===== config.mk =====
export PLATFORM = sky130hd
export DESIGN_NAME = booth_accum
export DESIGN_NICKNAME = d
export VERILOG_FILES = /design/src/rtl/booth_accum.sv
export SDC_FILE = /design/constraint.sdc
export NUM_CORES = 1
export LEC_CHECK = 0
export ABC_AREA = 1
export BUFFER_PORTS_ARGS = -buffer_cell sky130_fd_sc_hd__buf_2
export CORE_UTILIZATION = 30
export DETAILED_ROUTE_END_ITERATION = 7
export HOLD_SLACK_MARGIN = 0.1
export MAX_ROUTING_LAYER = met4
export PLACE_DENSITY = 0.55
export SLEW_MARGIN = 20
export SYNTH_ARGS = -nofsm -noshare
export SYNTH_HDL_FRONTEND = slang
export SYNTH_SLANG_ARGS = --single-unit

===== constraint.sdc =====
create_clock -name clk -period 2.3 [get_ports clk]
set_input_delay 0.23 -clock clk [delete_from_list [all_inputs] [get_ports clk]]
set_output_delay 0.23 -clock clk [all_outputs]
set_load 0.01 [all_outputs]

===== src/rtl/booth_accum.sv =====
// Saturating dot-product accumulator for the radix-4 Booth multiplier output stream.
// Sums a programmed number of signed products and hands the result over a valid/ready port.
module booth_accum #(
  parameter int PROD_W = 9,
  parameter int ACC_W  = 16,
  parameter int LEN_W  = 4
) (
  input  logic                     clk,
  input  logic                     resetn,
  input  logic                     start,
  input  logic [LEN_W-1:0]         cfg_len,
  input  logic                     clr,
  output logic                     busy,
  input  logic                     in_valid,
  output logic                     in_ready,
  input  logic signed [PROD_W-1:0] in_product,
  output logic                     out_valid,
  input  logic                     out_ready,
  output logic signed [ACC_W-1:0]  out_acc,
  output logic                     out_sat
);

  typedef enum logic [1:0] {
    IDLE  = 2'd0,
    ACCUM = 2'd1,
    DONE  = 2'd2
  } state_t;

  // One guard bit above the wider operand, so the raw sum can never wrap.
  localparam int SUM_W = ((ACC_W > PROD_W) ? ACC_W : PROD_W) + 1;

  localparam logic signed [SUM_W-1:0] ACC_MAX =
    {{(SUM_W-ACC_W+1){1'b0}}, {(ACC_W-1){1'b1}}};
  localparam logic signed [SUM_W-1:0] ACC_MIN =
    {{(SUM_W-ACC_W+1){1'b1}}, {(ACC_W-1){1'b0}}};

  state_t                    state;
  logic signed [ACC_W-1:0]   acc;
  logic                      sat;
  logic        [LEN_W-1:0]   remaining;

  logic signed [SUM_W-1:0]   sum_wide;
  logic signed [SUM_W-1:0]   sum_clamped;
  logic                      clamp;

  // NOTE: every signal assigned in always_comb gets a default first, otherwise
  // any path that skips the assignment infers a latch.
  always_comb begin
    sum_wide    = $signed({{(SUM_W-ACC_W){acc[ACC_W-1]}}, acc})
                + $signed({{(SUM_W-PROD_W){in_product[PROD_W-1]}}, in_product});
    sum_clamped = sum_wide;
    clamp       = 1'b0;
    if (sum_wide > ACC_MAX) begin
      sum_clamped = ACC_MAX;
      clamp       = 1'b1;
    end else if (sum_wide < ACC_MIN) begin
      sum_clamped = ACC_MIN;
      clamp       = 1'b1;
    end
  end

  // NOTE: sequential state uses non-blocking assignments so every register
  // samples pre-edge values, independent of statement order.
  always_ff @(posedge clk or negedge resetn) begin
    if (!resetn) begin
      state     <= IDLE;
      acc       <= '0;
      sat       <= 1'b0;
      remaining <= '0;
      in_ready  <= 1'b0;
      out_valid <= 1'b0;
      busy      <= 1'b0;
    end else if (clr) begin
      // Abort wins over start and both handshakes; a result in flight is dropped.
      state     <= IDLE;
      acc       <= '0;
      sat       <= 1'b0;
      remaining <= '0;
      in_ready  <= 1'b0;
      out_valid <= 1'b0;
      busy      <= 1'b0;
    end else begin
      unique case (state)
        IDLE: begin
          if (start) begin
            remaining <= cfg_len;
            acc       <= '0;
            sat       <= 1'b0;
            busy      <= 1'b1;
            if (cfg_len == '0) begin
              state     <= DONE;
              out_valid <= 1'b1;
            end else begin
              state     <= ACCUM;
              in_ready  <= 1'b1;
            end
          end
        end

        ACCUM: begin
          if (in_valid && in_ready) begin
            acc       <= sum_clamped[ACC_W-1:0];
            sat       <= sat | clamp;
            remaining <= remaining - 1'b1;
            if (remaining == LEN_W'(1)) begin
              state     <= DONE;
              in_ready  <= 1'b0;
              out_valid <= 1'b1;
            end
          end
        end

        DONE: begin
          if (out_ready) begin
            state     <= IDLE;
            out_valid <= 1'b0;
            busy      <= 1'b0;
          end
        end

        default: begin
          state     <= IDLE;
          in_ready  <= 1'b0;
          out_valid <= 1'b0;
          busy      <= 1'b0;
        end
      endcase
    end
  end

  assign out_acc = acc;
  assign out_sat = sat;

endmodule


==> results of run 1 <==
==> per-stage QoR <==
step           hold WS (ns)  cell area, um2   TNS [ns]  setup slack, ns  cells
3_5_place_dp         0.2948            2564          0          0.04203    469
6_report             0.2584            2681          0           0.1791    475
5_1_grt              0.2737            2681  -0.009291        -0.004375    475
3_3_place_gp         0.2940            2564          0           0.1364    469
2_1_floorplan      -0.06559            2240          0           0.2287    332
4_1_cts              0.2587            2645          0          0.02742    474
==> final cells by class <==
| cell class | count | area (um2) | share of cell area |
|---|---|---|---|
| multi-input combinational | 257 | 1413 | 0.5268 |
| sequential | 26 | 650.6 | 0.2427 |
| timing repair buffer | 44 | 254.0 | 0.09473 |
| inverter | 45 | 168.9 | 0.06300 |
| tap | 99 | 123.9 | 0.04620 |
| clock buffer | 3 | 41.29 | 0.01540 |
| clock inverter | 1 | 30.03 | 0.01120 |
==> worst max-delay path: cells and delay by family (launching register included) <==
kind | cells | cell delay, ns
compound gates | 2 | 0.29
buf+inv | 2 | 0.20
simple gates | 9 | 0.74
flops | 1 | 0.43
fa+ha+maj | 1 | 0.36
==> cells in the final DEF (no fill, tap or decap), types with 2 or more instances in the layout <==
| cell | n |
|---|---|
| nor2_1 | 25 |
| nand2_2 | 10 |
| o21bai_1 | 2 |
| o21ai_2 | 6 |
| clkbuf_8 | 3 |
| o22ai_1 | 3 |
| o21ai_0 | 8 |
| o21ai_1 | 6 |
| nand3_1 | 9 |
| nand2_1 | 121 |
| inv_2 | 3 |
| nor3_2 | 2 |
| nand4_1 | 3 |
| xnor2_1 | 5 |
| buf_4 | 3 |
| xor2_1 | 6 |
| a21oi_1 | 17 |
| nand2_4 | 2 |
| ha_1 | 17 |
| buf_2 | 38 |
| a21oi_2 | 3 |
| a31oi_1 | 2 |
| inv_1 | 42 |
| dfrtp_1 | 26 |
==> metal layers <==
layer	vias to the layer above	part of all wire	GRT usage
met3	2	0.035	0.02705
met2	35	0.46	0.2615
met5	-	0	-
met4	0	0.0057	0.02639
li1	1130	-	-
met1	949	0.50	0.1957
==> power groups by stage <==
| stage | combinational (mW) | clock (mW) | sequential, mW |
|---|---|---|---|
| 3_3_place_gp | 1.20 | 0 | 0.633 |
| 4_1_cts | 1.22 | 0.418 | 0.625 |
| 3_5_place_dp | 1.21 | 0 | 0.633 |
| 5_1_grt | 1.40 | 0.442 | 0.639 |
| 6_report | 1.23 | 0.405 | 0.624 |
| 2_1_floorplan | 0.875 | 0 | 0.652 |
==> state kept, by name (all words and copies together) (netlist names) <==
name       flops
busy           1
in_ready       1
out_acc       16
out_sat        1
out_valid      1
remaining      4
state          2
==> how the worst min path moves through the flow <==
stage                               to  slack, ns  startpoint  depth (start not counted)
after floorplan                   busy      -0.07      resetn                          0
after global placement      out_acc[7]       0.29      resetn                          1
after detailed placement    out_acc[7]       0.29      resetn                          1
after CTS                     state[1]       0.26   out_ready                          4
after global routing      remaining[3]       0.27  cfg_len[3]                          3
final                         state[1]       0.26   out_ready                          4
==> timing repair <==
item                                   CTS  global route
setup endpoints to repair                0            16
gates resized for setup                  0             8
setup buffers                            0             1
endpoints found under the hold margin   26             0
hold buffers                             1             0
==> cells by family after synthesis <==
family	count (synthesis)
simple gates	178
compound gates	49
buf+inv	49
flops	26
fa+ha+maj	19
xor+xnor	11
==> impl_metrics.env, run 1 <==
export IMPL_postSynthCellCount=332
export IMPL_syn_to_final_growth_pct=19.72
export IMPL_grt_max_degree=27
export IMPL_pwr_share_seq=0.276
export IMPL_synth_top_cell_by_area="dfrtp_1"
export IMPL_cpPeakStageDelay_ns=0.43
export IMPL_synthTopCellsByArea="dfrtp_1, nand2_1, ha_1"
export IMPL_wirelength_um=5398
export IMPL_synth_xor_area_frac=0.04302
export IMPL_skew_ns=0.002818
export IMPL_combPwrFrac=0.545
export IMPL_final_hold_violation_count=0
export IMPL_clock_latency_ns=0.28
export IMPL_synth_fa_ha_area_frac=0.1095
export IMPL_cts_tree="built"
export IMPL_endpoint_kind="flop"
export IMPL_fin_crit_ns=2.121
export IMPL_finalNetCount=415
export IMPL_fin_total_pwr_mw=2.262
export IMPL_routed_via_count=2116
export IMPL_switching_share=0.4443
export IMPL_synth_edf_count=0
export IMPL_die_h_um=88.41
export IMPL_synth_top_family_by_area="simple AND/OR/NAND/NOR gates"
export IMPL_hpwlAfterDp_um=4297
export IMPL_initial_core_util=0.3088
export IMPL_grt_pass1_vias=2032
export IMPL_core_area_mm2=0.007253
export IMPL_hold_class="input port to flop"
export IMPL_worstMarginPinSlew_ns=0.6233
export IMPL_boundaryPins=39
export IMPL_yosysMostFrequentCell="nand2_1"
export IMPL_synth_ff_type="dfrtp_1"
export IMPL_utilization=0.3697
export IMPL_crit_required_ns=2.48
export IMPL_synthMuxAreaShare=0
export IMPL_setup_viol_count_final=0
export IMPL_synth_cell_type_count=31
export IMPL_drt_iter0_drc=87
export IMPL_yosys_warnings=0
export IMPL_timing_final_crit_share=0.9222
export IMPL_leakagePower_nw=1.553
export IMPL_slowest_stage="dfrtp_1"
export IMPL_critPathMaxFanout=7
export IMPL_slew_limit_headroom=0.5845
export IMPL_clock_fmax_mhz=471.5
export IMPL_globalplace_congestion=0.8853
export IMPL_crit_start="out_acc[10]"
export IMPL_synth_simple_area_share=0.3358
export IMPL_reg2reg_to="out_acc[10]"
export IMPL_switching_power_mw=1.005
export IMPL_cp_cell_sequence="ha_1, nand2_2, inv_2, nand2_1, nand2_1, a21oi_2, nand2_2, nand2_2, nand2_4, nor2_2, buf_6, o21ai_2, nand2_1, nand2_1"
export IMPL_synth_seq_cells=26
export IMPL_start_kind="flop"
export IMPL_synthTopCellsByCount="nand2_1, inv_1, dfrtp_1"
export IMPL_port_buffers=38
export IMPL_via_per_inst=4.455
export IMPL_crit_arrival_ns=2.30
export IMPL_post_drt_wl_per_cell_um=11.36
export IMPL_rr_worst_depth=14
export IMPL_worstReg2RegStart="out_acc[10]"
export IMPL_cts_buffers=3
export IMPL_cap_violations=0
export IMPL_cts_max_level=1
export IMPL_power_internal_mw=1.257
export IMPL_diodes=0
export IMPL_ir_worst_vdd_mv=0.4452
export IMPL_outcome="finished, final reports clean"
export IMPL_clockRootBuffer="clkbuf_8"
export IMPL_clockBufferDepth=2
export IMPL_cts_num_sinks=26
export IMPL_drive_above_1_share=0.2101
export IMPL_r2r_slack_ns=0.18
export IMPL_rows=31
export IMPL_fillCellCount=812
export IMPL_syn_area_mm2=0.002240
export IMPL_path_clk_slew_ns=0.10
export IMPL_grt_pass1_wl_um=9163
export IMPL_die_x_um=88.41
export IMPL_gr_total_overflow=0
export IMPL_grtUsageTotal=0.1547
export IMPL_synth_seq_area_share=0.2905
export IMPL_criticalPathCategory="flop to flop"
export IMPL_synth_top_cell_area_share=0.2905
export IMPL_crit_top_cell="nand2_1"
export IMPL_clock_power_share=0.179
export IMPL_critPathCapture="out_acc[10]"
export IMPL_power_density_mw_per_mm2=843.5
export IMPL_dieArea_mm2=0.007815
export IMPL_dr_pass1_iters=4
export IMPL_synth_compound_area_frac=0.1313
export IMPL_mappedNetlistNets=370
export IMPL_final_antenna_net_count=0
export IMPL_slew_violations=0
export IMPL_grt_antenna_before_repair=0
export IMPL_avgSynthCellArea_um2=6.746
export IMPL_drc_errors=0
export IMPL_synthArstFlopShare=1.000
Power figures use the tool's default switching activity.
==> run 2: changes to the inputs <==
ABC_AREA = 0   (was 1)
==> impl_metrics.env, run 2 <==
export IMPL_r2r_slack_ns=-0.13
export IMPL_grt_antenna_before_repair=0
export IMPL_rsz0062_at_grt="yes"
export IMPL_rows=30
export IMPL_placed_cells=409
export IMPL_cts_buffers=3
export IMPL_clock_fmax_mhz=410.9
export IMPL_avgSynthCellArea_um2=8.640
export IMPL_leakagePower_nw=1.345
export IMPL_fillCellCount=719
export IMPL_setup_viol_count_final=16
export IMPL_fin_area_mm2=0.002907
export IMPL_drc_errors=0
export IMPL_pwr_share_seq=0.209
export IMPL_violations="setup timing"
export IMPL_fin_ws_ns=-0.1340
export IMPL_synth_fa_ha_area_frac=0.1872
export IMPL_boundaryPins=39
export IMPL_power_density_mw_per_mm2=1189
export IMPL_criticalPathCategory="flop to flop"
export IMPL_synthMuxAreaShare=0.009159
export IMPL_cp_cell_sequence="ha_2, inv_2, fa_2, and2b_1, o2111ai_2, a211o_1, nand2_4, o221ai_4, and3_4, a211o_1"
export IMPL_wirelength_um=5674
export IMPL_slew_limit_headroom=0.3832
export IMPL_skew_ns=0.002498
export IMPL_hpwlAfterDp_um=4220
export IMPL_multiInputGateArea_mm2=0.001549
export IMPL_clock_power_share=0.116
export IMPL_crit_required_ns=2.48
export IMPL_ir_worst_vdd_mv=0.2878
export IMPL_dr_pass1_iters=4
export IMPL_synthTopCellsByArea="dfrtp_1, ha_1, maj3_2"
export IMPL_cts_max_level=1
export IMPL_die_h_um=87.36
export IMPL_grtUsageTotal=0.1617
export IMPL_die_x_um=87.36
export IMPL_drive_above_1_share=0.3684
export IMPL_synth_top_cell_by_area="dfrtp_1"
export IMPL_diodes=0
export IMPL_final_antenna_net_count=0
export IMPL_critPathCapture="out_sat"
export IMPL_layout_common_cells="buf_2, buf_4, nand2_1, dfrtp_1, a21oi_1"
export IMPL_synth_xor_area_frac=0.05152
export IMPL_utilization=0.4208
export IMPL_critPathMaxFanout=5
export IMPL_postSynthCellCount=253
export IMPL_globalplace_congestion=0.8241
export IMPL_clockRootBuffer="clkbuf_8"
export IMPL_finalNetCount=362
export IMPL_synthArstFlopShare=1.000
export IMPL_syn_to_final_growth_pct=32.97
export IMPL_worstReg2RegStart="out_acc[0]"
export IMPL_outcome="finished with violations"
export IMPL_slowest_stage="dfrtp_1"
export IMPL_syn_area_mm2=0.002186
export IMPL_synth_top_cell_area_share=0.2977
export IMPL_start_kind="flop"
export IMPL_slew_violations=0
export IMPL_routed_via_count=2121
export IMPL_synthTopCellsByCount="nand2_1, dfrtp_1, o21ai_0"
export IMPL_endpoint_kind="flop"
export IMPL_synth_seq_cells=26
export IMPL_grt_pass1_wl_um=9459
export IMPL_final_common_cell="buf_2"
export IMPL_mappedNetlistNets=291
export IMPL_crit_start="out_acc[0]"
export IMPL_synth_top_family_by_area="compound AO/OA/AOI/OAI gates"
export IMPL_synth_cell_type_count=56
export IMPL_core_area_mm2=0.006907
export IMPL_fin_cells=419
export IMPL_crit_top_cell="a211o_1"
export IMPL_yosysMostFrequentCell="nand2_1"
export IMPL_synth_edf_count=0
export IMPL_fin_crit_ns=2.434
export IMPL_rr_worst_depth=10
export IMPL_cpPeakStageDelay_ns=0.37
export IMPL_path_clk_slew_ns=0.10
export IMPL_clock_latency_ns=0.28
export IMPL_final_hold_violation_count=0
export IMPL_dieArea_mm2=0.007632
export IMPL_synth_seq_area_share=0.2977
export IMPL_yosys_warnings=0
export IMPL_cap_violations=0
export IMPL_post_drt_wl_per_cell_um=13.54
export IMPL_clockBufferDepth=2
export IMPL_register_area_um2=650.6
export IMPL_synth_simple_area_share=0.1792
export IMPL_combPwrFrac=0.675
export IMPL_port_buffers=38
export IMPL_switching_share=0.4301
export IMPL_cts_tree="built"
export IMPL_reg2reg_to="out_sat"
export IMPL_synth_compound_area_frac=0.2244
export IMPL_power_internal_mw=1.969
export IMPL_dpl_cell_area_mm2=0.002696
export IMPL_timing_final_crit_share=1.058
export IMPL_synth_ff_type="dfrtp_1"
export IMPL_hold_class="input port to flop"
export IMPL_gr_total_overflow=0
export IMPL_via_per_inst=5.062
export IMPL_grt_pass1_vias=1981
export IMPL_largest_reg_flops=16
export IMPL_initial_core_util=0.3165
export IMPL_drt_iter0_drc=77
export IMPL_crit_arrival_ns=2.61
export IMPL_grt_max_degree=27
export IMPL_cts_num_sinks=26
export IMPL_worstMarginPinSlew_ns=0.9218
export IMPL_fin_total_pwr_mw=3.456
export IMPL_switching_power_mw=1.486
==> run 2: cell types whose count changed after synthesis, sizes merged, moves of 4 or more <==
| cell | previous run | this run |
|---|---|---|
| o21ai | 20 | 30 |
| inv | 45 | 10 |
| nand3 | 10 | 6 |
| maj3 | 0 | 15 |
| nand2 | 133 | 30 |
| nor2 | 26 | 17 |
| a21o | 0 | 4 |
| buf | 4 | 8 |
| clkbuf | 0 | 5 |
==> run 2: worst max-delay path, delay by kind of cell, from the launching register on <==
| family | cells | cell delay, ns |
|---|---|---|
| AOI/OAI and AO/OA | 4 | 0.83 |
| DFF | 1 | 0.37 |
| buffers and inverters | 1 | 0.04 |
| adders and majority gates | 2 | 0.51 |
| and+or+nand+nor | 3 | 0.57 |
==> run 2: cell type report <==
cell class / instances / share of cell area
multi-input combinational: 207 / 0.5329
sequential: 26 / 0.2238
timing repair buffer: 76 / 0.1644
tap: 96 / 0.04133
clock buffer: 3 / 0.01421
inverter: 10 / 0.01291
clock inverter: 1 / 0.01033
==> run 2: power by group through the flow <==
stage | registers [mW] | clock network (mW) | logic, mW
2_1_floorplan | 0.768 | 0 | 1.43
3_3_place_gp | 0.724 | 0 | 2.11
3_5_place_dp | 0.730 | 0 | 2.13
4_1_cts | 0.721 | 0.413 | 2.31
5_1_grt | 0.746 | 0.427 | 2.59
6_report | 0.722 | 0.401 | 2.33
==> run 2: kinds of logic (layout without fill, tap and decap cells) <==
family	Yosys count	in the layout
AOI/OAI and AO/OA	76	79
xor gates and xnor gates	12	12
adders and majority gates	34	34
buffers and inverters	23	90
DFF	26	26
muxes	2	2
and+or+nand+nor	80	80
==> run 2: worst min-delay path by stage <==
stage | startpoint | slack [ns] | end | cells after the start
6_report | out_ready | 0.22 | state[1] | 4
5_1_grt | out_ready | 0.23 | state[1] | 4
4_1_cts | out_ready | 0.21 | state[1] | 4
3_5_place_dp | resetn | 0.29 | out_acc[1] | 1
3_3_place_gp | resetn | 0.28 | out_acc[1] | 1
2_1_floorplan | resetn | -0.07 | busy | 0
==> run 2: through the flow <==
step / hold WS, ns / TNS (ns) / setup slack (ns)
global route: 0.2316 / -4.405 / -0.2939
finish: 0.2199 / -1.753 / -0.1340
CTS: 0.2145 / -2.010 / -0.1501
detailed placement: 0.2855 / -4.177 / -0.3029
global placement: 0.2787 / -3.474 / -0.2593
floorplan: -0.06559 / -2.861 / -0.2662
==> run 2: timing repair <==
item,4_1_cts,5_1_grt
buffers inserted,1,1
gates resized for setup,14,6
setup endpoints to repair,17,17
hold buffers,1,0
gates cloned,3,0
pin swaps,14,5
hold endpoints to repair,26,0
==> run 2: metal layers <==
metal | part of all wire | track usage | vias to the layer above | routed length [um]
met1 | 0.49 | 0.2143 | 987 | 2774
li1 | - | - | 1077 | -
met3 | 0.023 | 0.009479 | 7 | 131
met5 | 0 | - | - | 0
met2 | 0.47 | 0.2670 | 50 | 2682
met4 | 0.015 | 0.04471 | 0 | 86
